### src/rtl/tetris_piece_mover.sv
// Falling-piece position tracker and mirrored sprite-ROM address generator.
// Owns one tetromino: spawn, frame-paced fall, left/right moves, landing pulse.
module tetris_piece_mover #(
  parameter int SIZE      = 20,
  parameter int X_MIN     = 0,
  parameter int X_MAX     = 639,
  parameter int Y_START   = 0,
  parameter int Y_FLOOR   = 460,
  parameter int FALL_DIV  = 4,
  parameter int FALL_STEP = 4
) (
  input  logic       Clk,
  input  logic       Reset,
  input  logic       frame_clk,
  input  logic       spawn,
  input  logic [9:0] spawn_x,
  input  logic       move_left,
  input  logic       move_right,
  input  logic [9:0] DrawX,
  input  logic [9:0] DrawY,
  output logic       busy,
  output logic       landed,
  output logic [9:0] PosX,
  output logic [9:0] PosY,
  output logic       sprite_on,
  output logic [9:0] SpriteX,
  output logic [9:0] SpriteY
);

  localparam logic [1:0] S_IDLE = 2'd0;
  localparam logic [1:0] S_FALL = 2'd1;
  localparam logic [1:0] S_LAND = 2'd2;

  localparam int CNT_W = (FALL_DIV > 1) ? $clog2(FALL_DIV) : 1;
  localparam logic [CNT_W-1:0] CNT_LAST = CNT_W'(FALL_DIV - 1);

  localparam logic [10:0] SIZE11 = 11'(SIZE);
  localparam logic [10:0] XMIN11 = 11'(X_MIN);
  localparam logic [10:0] XLIM11 = 11'(X_MAX - SIZE + 1);
  localparam logic [10:0] YFLR11 = 11'(Y_FLOOR);
  localparam logic [10:0] STEP11 = 11'(FALL_STEP);

  logic [1:0]       state_q, state_d;
  logic [9:0]       posx_q, posx_d;
  logic [9:0]       posy_q, posy_d;
  logic [CNT_W-1:0] cnt_q, cnt_d;
  logic             vis_q, vis_d;
  logic             frame_d_q;
  logic             tick;

  logic             sprite_on_q;
  logic [9:0]       spx_q, spy_q;
  logic [10:0]      dx, dy, px, py, offx, offy;
  logic             inbox;

  function automatic logic [9:0] clamp_x(input logic [10:0] x);
    if (x < XMIN11)      return XMIN11[9:0];
    else if (x > XLIM11) return XLIM11[9:0];
    else                 return x[9:0];
  endfunction

  // Left step floors at X_MIN without ever going below zero in 11 bits.
  function automatic logic [9:0] step_left(input logic [9:0] p);
    logic [10:0] p11;
    p11 = {1'b0, p};
    if (p11 < XMIN11 + SIZE11) return XMIN11[9:0];
    else                       return 10'(p11 - SIZE11);
  endfunction

  function automatic logic [9:0] fall_y(input logic [9:0] p);
    logic [10:0] s;
    s = {1'b0, p} + STEP11;
    return (s > YFLR11) ? YFLR11[9:0] : s[9:0];
  endfunction

  assign tick = frame_clk & ~frame_d_q;

  always_comb begin
    state_d = state_q;
    posx_d  = posx_q;
    posy_d  = posy_q;
    cnt_d   = cnt_q;
    vis_d   = vis_q;
    case (state_q)
      S_IDLE: begin
        if (spawn) begin
          posx_d  = clamp_x({1'b0, spawn_x});
          posy_d  = 10'(Y_START);
          cnt_d   = '0;
          vis_d   = 1'b1;
          state_d = S_FALL;
        end
      end
      S_FALL: begin
        if (tick) begin
          if (move_left & ~move_right)      posx_d = step_left(posx_q);
          else if (move_right & ~move_left) posx_d = clamp_x({1'b0, posx_q} + SIZE11);
          if (cnt_q == CNT_LAST) begin
            cnt_d  = '0;
            posy_d = fall_y(posy_q);
            if ({1'b0, posy_d} == YFLR11) state_d = S_LAND;
          end else begin
            cnt_d = cnt_q + 1'b1;
          end
        end
      end
      S_LAND:  state_d = S_IDLE;
      default: state_d = S_IDLE;
    endcase
  end

  always_ff @(posedge Clk or posedge Reset) begin
    if (Reset) begin
      state_q   <= S_IDLE;
      posx_q    <= XMIN11[9:0];
      posy_q    <= 10'(Y_START);
      cnt_q     <= '0;
      vis_q     <= 1'b0;
      frame_d_q <= 1'b0;
    end else begin
      state_q   <= state_d;
      posx_q    <= posx_d;
      posy_q    <= posy_d;
      cnt_q     <= cnt_d;
      vis_q     <= vis_d;
      frame_d_q <= frame_clk;
    end
  end

  // Draw stage: 11-bit compares so PosX+SIZE near the screen edge cannot wrap.
  assign dx    = {1'b0, DrawX};
  assign dy    = {1'b0, DrawY};
  assign px    = {1'b0, posx_q};
  assign py    = {1'b0, posy_q};
  assign offx  = dx - px;
  assign offy  = dy - py;
  assign inbox = vis_q & (dx >= px) & (dx < px + SIZE11) & (dy >= py) & (dy < py + SIZE11);

  always_ff @(posedge Clk or posedge Reset) begin
    if (Reset) begin
      sprite_on_q <= 1'b0;
      spx_q       <= '0;
      spy_q       <= '0;
    end else begin
      sprite_on_q <= inbox;
      spx_q       <= inbox ? 10'(SIZE11 - 11'd1 - offx) : '0;
      spy_q       <= inbox ? 10'(SIZE11 - 11'd1 - offy) : '0;
    end
  end

  assign busy      = (state_q == S_FALL);
  assign landed    = (state_q == S_LAND);
  assign PosX      = posx_q;
  assign PosY      = posy_q;
  assign sprite_on = sprite_on_q;
  assign SpriteX   = spx_q;
  assign SpriteY   = spy_q;

endmodule

### config.mk
export PLATFORM = sky130hd
export DESIGN_NAME = tetris_piece_mover
export DESIGN_NICKNAME = d
export VERILOG_FILES = /design/src/rtl/tetris_piece_mover.sv
export SDC_FILE = /design/constraint.sdc
export NUM_CORES = 1
export LEC_CHECK = 0
export CAP_MARGIN = 20
export CORE_AREA = 3 3 99 101
export CTS_CLUSTER_SIZE = 24
export DETAILED_ROUTE_END_ITERATION = 8
export DIE_AREA = 0 0 102 104
export PLACE_DENSITY = 0.77
export SLEW_MARGIN = 15
export SYNTH_ARGS = -nofsm -noshare
export SYNTH_HDL_FRONTEND = slang
export SYNTH_SLANG_ARGS = --single-unit
### constraint.sdc
create_clock -name Clk -period 2.4 [get_ports Clk]
set_input_delay 0.24 -clock Clk [delete_from_list [all_inputs] [get_ports Clk]]
set_output_delay 0.24 -clock Clk [all_outputs]
set_load 0.05 [all_outputs]
Yosys cells after proc, flatten, opt, wreduce, memory -nomap -nowiden:

Cells that the tools add are included.

* register bits after elaboration: 47
* latch bits: 0
* RAM bits: 0
* ROM bits: 0
* input bits: 36
* output and inout bits: 43
* word-level logic and storage cells: 78
* memories: 0

* add/subtract/negate cells: 9
* multipliers: 0
* divide/modulo/power cells: 0
* $lt $le $gt $ge: 9
* equal/unequal tests: 9
* shift operators: 0
* muxes and demuxes: 25
* bitwise operators: 10
* reduce and logical (&&, ||, !) cells: 7

Operators by type and width (count)
* two-way mux 10 bit: 14
* one-hot mux 10 bit (2 select lines): 2
* adder 10 x 5 -> 11 bit, second input constant: 2
* less-than comparator 10 x 11 -> 1 bit: 2
* greater-or-equal comparator 10 bit: 2
* subtractor 10 bit: 2
* subtractor 5 x 10 -> 10 bit, first input constant: 2
* two-way mux 2 bit: 7
* AND reduction 4 bit: 3
* adder 10 x 3 -> 11 bit, second input constant: 1
* > comparator 11 x 10 -> 1 bit, second input constant: 1
* > comparator 11 x 9 -> 1 bit, second input constant: 1
* less-than comparator 11 x 1 -> 1 bit, second input constant: 1
* == test 10 x 9 -> 1 bit, second input constant: 1
* > comparator 10 bit, second input constant: 1
* less-than comparator 10 x 5 -> 1 bit, second input constant: 1
* subtractor 10 x 5 -> 10 bit, second input constant: 1
* one-hot mux 2 bit (2 select lines): 2
* bitwise AND 1 bit: 7
* inequality test 2 x 1 -> 1 bit, second input constant: 3
* == test 2 bit, second input constant: 2
* inequality test 3 x 1 -> 1 bit, second input constant: 1
* NOT 1 bit: 3
* AND reduction 3 bit: 1
* 6 further kinds: 6

Logic depth before layout (Yosys ltp):

* depth in word-level cells: 8
* depth in mapped cells: 13
* depth with buffers taken out: 12

Least setup slack after synthesis:

OpenSTA, ideal clock, no wires.

* path kind: register -> register
* start: register posy_q[3] (netlist: PosY[3])
* end: register spy_q[6] (netlist: SpriteY[6])
* setup time: 132 ps
* data arrival time: 2879 ps
* data required time: 2268 ps
* path slack: -611 ps
* cell stages (with the launch flop): 14
* path buffers: 2
* period minus slack after synthesis: 3011 ps
* cells stage by stage: dfrtp_1 ha_1 buf_2 o21ai_0 or3_1 xnor2_1 ha_1 o21ai_0 and3_1 a21oi_1 o21ai_0 nand4_1 clkbuf_1 nor2_1

* cells in the longest elaborated chain, start to end: 4
* elaborated cells between the ends (all ways): 8
* those cells by class: add/sub: 3; order compare: 2; mux: 1; bitwise: 2

Ends and longest elaborated chain
* start: declaration: line 45 `logic [9:0] posy_q, posy_d;`
* start signal: assignment: line 116 `posy_q <= 10'(Y_START);`
* start signal: assignment: line 123 `posy_q <= posy_d;`
* adder 10 x 5 -> 11 bit or greater-or-equal comparator 10 bit (tied branches): line 137 `assign inbox = vis_q & (dx >= px) & (dx < px + SIZE11) & (dy >= py) & (dy < py + SIZE11);`
* less-than comparator 10 x 11 -> 1 bit or bitwise AND 1 bit (tied branches): line 137
* bitwise AND 1 bit: line 137
* two-way mux 10 bit *: line 147 `spy_q <= inbox ? 10'(SIZE11 - 11'd1 - offy) : '0;`
* end signal: assignment: line 147
* end: declaration: line 52 `logic [9:0] spx_q, spy_q;`

Every way passes the cells marked *; elsewhere a longest branch is shown, timed or not.
A chain may end at the register's enable or synchronous reset.

Worst setup path after layout:

* start: register posx_q[3] (netlist: PosX[3])
* end: register spx_q[6] (netlist: SpriteX[6])

* cells in the longest elaborated chain, start to end: 6
* elaborated cells between the ends (all ways): 10
* those cells by class: add/sub: 3; order compare: 2; mux: 1; bitwise: 4

Ends and longest elaborated chain
* start: declaration: line 44 `logic [9:0] posx_q, posx_d;`
* start signal: assignment: line 115 `posx_q <= XMIN11[9:0];`
* start signal: assignment: line 122 `posx_q <= posx_d;`
* adder 10 x 5 -> 11 bit or greater-or-equal comparator 10 bit (tied branches): line 137
* less-than comparator 10 x 11 -> 1 bit or bitwise AND 1 bit (tied branches): line 137
* bitwise AND 1 bit (3 in series): line 137
* two-way mux 10 bit *: line 146 `spx_q <= inbox ? 10'(SIZE11 - 11'd1 - offx) : '0;`
* end signal: assignment: line 146
* end: declaration: line 52

Marked as above.

==> flow_summary_export.csv <==
group,metric,value,unit
critical_path,slowest_stage,"dfrtp_2",
sta,rsz0062_at_grt,"true",
floorplan,die_w,102,microns
clock_network,clk_latency,310,ps
finish,fin_area,6320,sq um
clock_network,clock_path_buffers,2,
pwr,fin_total_pwr,6300,uW
place,placed_area,5820,sq um
sta,period_minus_slack,2610,ps
critical_path,max_stage_delay,440,ps
critical_path,cp-end-kind,"register",
logic_synthesis,yosysMostFrequentCell,"ha_1",
logic_synthesis,synth-adder-area-share,22.6,%
floorplan,core,9110,sq um
place,place_ws,-583,ps
critical_path,crit_top_cell,"nand4_1",
logic_synthesis,ys_warn_count,0,
finish,antenna_cells,0,
critical_path,cp_max_fo,5,
logic_synthesis,muxShareOfSynthArea,0,%
logic_synthesis,synth_top_family_by_area,"adder cells",
pwr,power.leakage,0.00285,uW
sta,finClkSkew,10.0,ps
sta,finalHoldViolCount,0,
grt,grtUsageTotal,21.9,%
drt,wl_per_cell,15.5,microns
sta,tightest_slew,692,ps
worst_hold_path,hold_path_class,"in -> async",
drt,via_per_inst,5.49,
pwr,vdd_ir_drop_max,0.562,mV
logic_synthesis,yosys.area_share.simple,16.4,%
run,drv_cap,0,
logic_synthesis,avgSynthCellArea,8.55,sq um
finish,synthToLayoutAreaGrowth,44.4,%
clock_network,htreeDepth,2,
sta,slew_viol_final,0,
critical_path,cp_cell_sequence,"ha_4 -> or2_4 -> nand3_4 -> nor2_4 -> xnor2_2 -> ha_1 -> nand4_1 -> a211o_1 -> a31o_2 -> nand4_1 -> buf_6 -> clkbuf_16 -> nor2_2",
grt,grt_max_degree,48,
clock_network,cts_made_buffers,5,
floorplan,die_area,10600,sq um
finish,regArea,1190,sq um
logic_synthesis,yosysTopAreaCellShare,26.9,%
logic_synthesis,seq_area_frac_synth,26.9,%
logic_synthesis,synth_edf_count,0,
logic_synthesis,synth_top_area_cell,"dfrtp_1",
logic_synthesis,synthXorXnorAreaFrac,6.00,%
finish,n_fill_cell,687,
sta,timing.final.ws_setup,-210,ps
logic_synthesis,async_flop_share,100,%
sta,min_period_over_period,109,%
critical_path,arrival,2810,ps
finish,drive_above_1_share,23.7,%
floorplan,row_count,35,
drt,vias,4268,
logic_synthesis,synth_nets,623,
grt,antenna_found_initial,0,
place,dp_hpwl,9.24,mm
floorplan,initial_utilization,48.0,%
critical_path,rr_endpoint,"SpriteX[6]",
drt,drcViolationCount,0,
finish,fin_nets,776,
logic_synthesis,synthFlopType,"dfrtp_1",
critical_path,rr_startpoint,"PosX[3]",
drt,first_pass_iters,4,
clock_network,ctsHoldBuffers,0,
finish,post-route-util,69.4,%
clock_network,cts_tree,"built",
sta,setup_viol,26,
logic_synthesis,synth_common_cells,"68 x ha_1, 55 x inv_1, 55 x nor2_1, 47 x dfrtp_1, 34 x a21oi_1",
critical_path,path_class,"reg -> reg",
status,violations,"negative setup slack",
sta,setup_tns,-4180,ps
finish,multi_input_area,3150,sq um
logic_synthesis,synthCells,512,
floorplan,die_h,104,microns
sta,slew_headroom,53.6,%
clock_network,cts_sinks,47,
clock_network,clock-root-buffer,"clkbuf_8",
grt,grt_pass1_vias,4218,
drt,routed_wl,12.0,mm
logic_synthesis,synth.distinct_cells,65,
logic_synthesis,synth_area_leaders,"dfrtp_1 27%, ha_1 19%, inv_1 4.7%, nor2_1 4.7%, a21oi_1 3.9%",
critical_path,r2r_setup_slack,-210,ps
logic_synthesis,synthesis.area,4380,sq um
logic_synthesis,synth-seq-cells,47,
status,status,"finished with violations",
sta,max_freq,0.383,GHz
pwr,powerDensity,997,nW/um^2
critical_path,start_kind,"register",
critical_path,reg2reg_depth,13,
drt,antenna_left,0,
floorplan,io_pins,79,
clock_network,clk_pin_slew,100,ps
critical_path,critPathRequiredTime,2600,ps
grt,grt_first_pass_wirelength,19.2,mm
drt,drt_iter0_drc,159,
place,numPortBuffers,78,
place,place.gp.congestion,0.867,
logic_synthesis,synth_compound_area_share,21.2,%
grt,grt_overflow,0,
cell type report:
cell class                 instances  area share, %
tap                              111           2.20
sequential                        47           18.8
multi-input combinational        391           49.9
clock buffer                       5           1.09
timing repair buffer             162           23.7
inverter                          58           3.52
clock inverter                     3          0.752
timing repair:
action,4_1_cts,5_1_grt
setup buffers,3,5
pin swaps,10,40
resized for setup,13,59
cloned,2,1
endpoints found under the hold margin,0,0
endpoints found under the setup margin,24,31
how the worst max path moves through the flow:
stage / from / to / cells past startpoint
floorplan: PosX[2] / SpriteY[6] / 13
global placement: DrawY[0] / SpriteX[3] / 12
detailed placement: DrawY[0] / SpriteX[3] / 12
CTS: PosY[3] / SpriteX[3] / 12
global route: PosX[2] / SpriteX[8] / 13
finish: PosX[3] / SpriteX[6] / 13
through the flow:
| stage | hold WS [ps] | instances |
|---|---|---|
| global placement | 478 | 759 |
| global route | 308 | 777 |
| CTS | 287 | 772 |
| detailed placement | 513 | 759 |
| floorplan | 271 | 512 |
| finish | 275 | 777 |
cells by family (layout without fill, tap and decap cells):
kind of cell	count (synthesis)	after routing
DFF	47	47
AOI/OAI and AO/OA	141	141
buffers and inverters	74	228
xor gates and xnor gates	30	30
adders and majority gates	75	75
and+or+nand+nor	145	145
power breakdown:
| part | switching, uW | internal (uW) | total, uW | leakage (uW) |
|---|---|---|---|---|
| registers | 169 | 976 | 1150 | 0.000612 |
| logic | 2520 | 2020 | 4540 | 0.00218 |
| clock network | 304 | 316 | 620 | 0.0000587 |
per-layer routing:
metal	up-vias	wire [microns]	track usage, %
met4	0	291	6.56
li1	2104	-	-
met5	-	0	0
met2	109	6220	38.1
met1	2030	5060	27.9
met3	25	463	2.68
registers in the layout, indices dropped and copies added, names as in the netlist:
signal / count
PosY: 10
SpriteX: 10
PosX: 10
cnt_q: 2
frame_d_q: 1
sprite_on: 1
vis_q: 1
state_q: 2
SpriteY: 10
worst max-delay path, delay by kind of cell (launching register included):
| kind | cells | cell delay, ps |
|---|---|---|
| XOR/XNOR | 1 | 140 |
| adder cells (fa/ha/maj) | 2 | 490 |
| AND/OR/NAND/NOR | 6 | 650 |
| flip-flops | 1 | 440 |
| AO/OA/AOI/OAI | 2 | 440 |
| buffers and inverters | 2 | 330 |
placed cells by master, fill, tap and decap left out, types with 5 or more instances in the layout:
master           synthesis  layout
xor2_1                  12      12
a21o_1                   5       5
nor3_1                  15      14
o211ai_1                 6       6
fa_1                     7       6
o21ai_0                 33      26
nor2_4                   0       9
nand4_1                  6       6
buf_4                    0      75
inv_2                    3       5
clkdlybuf4s50_1          0      77
dfrtp_1                 47      39
nand2_1                 19      19
nand3_1                 11      10
clkbuf_8                 0       5
nor2_2                   0       7
nor2b_1                 15      15
o21ai_1                  8      12
nor2_1                  55      39
xnor2_1                 18      16
a31oi_1                  7       6
ha_1                    68      65
dfrtp_2                  0       7
buf_6                    2       5
a21oi_1                 34      30
inv_1                   55      52
No activity file was read; power rests on OpenSTA's default activity.
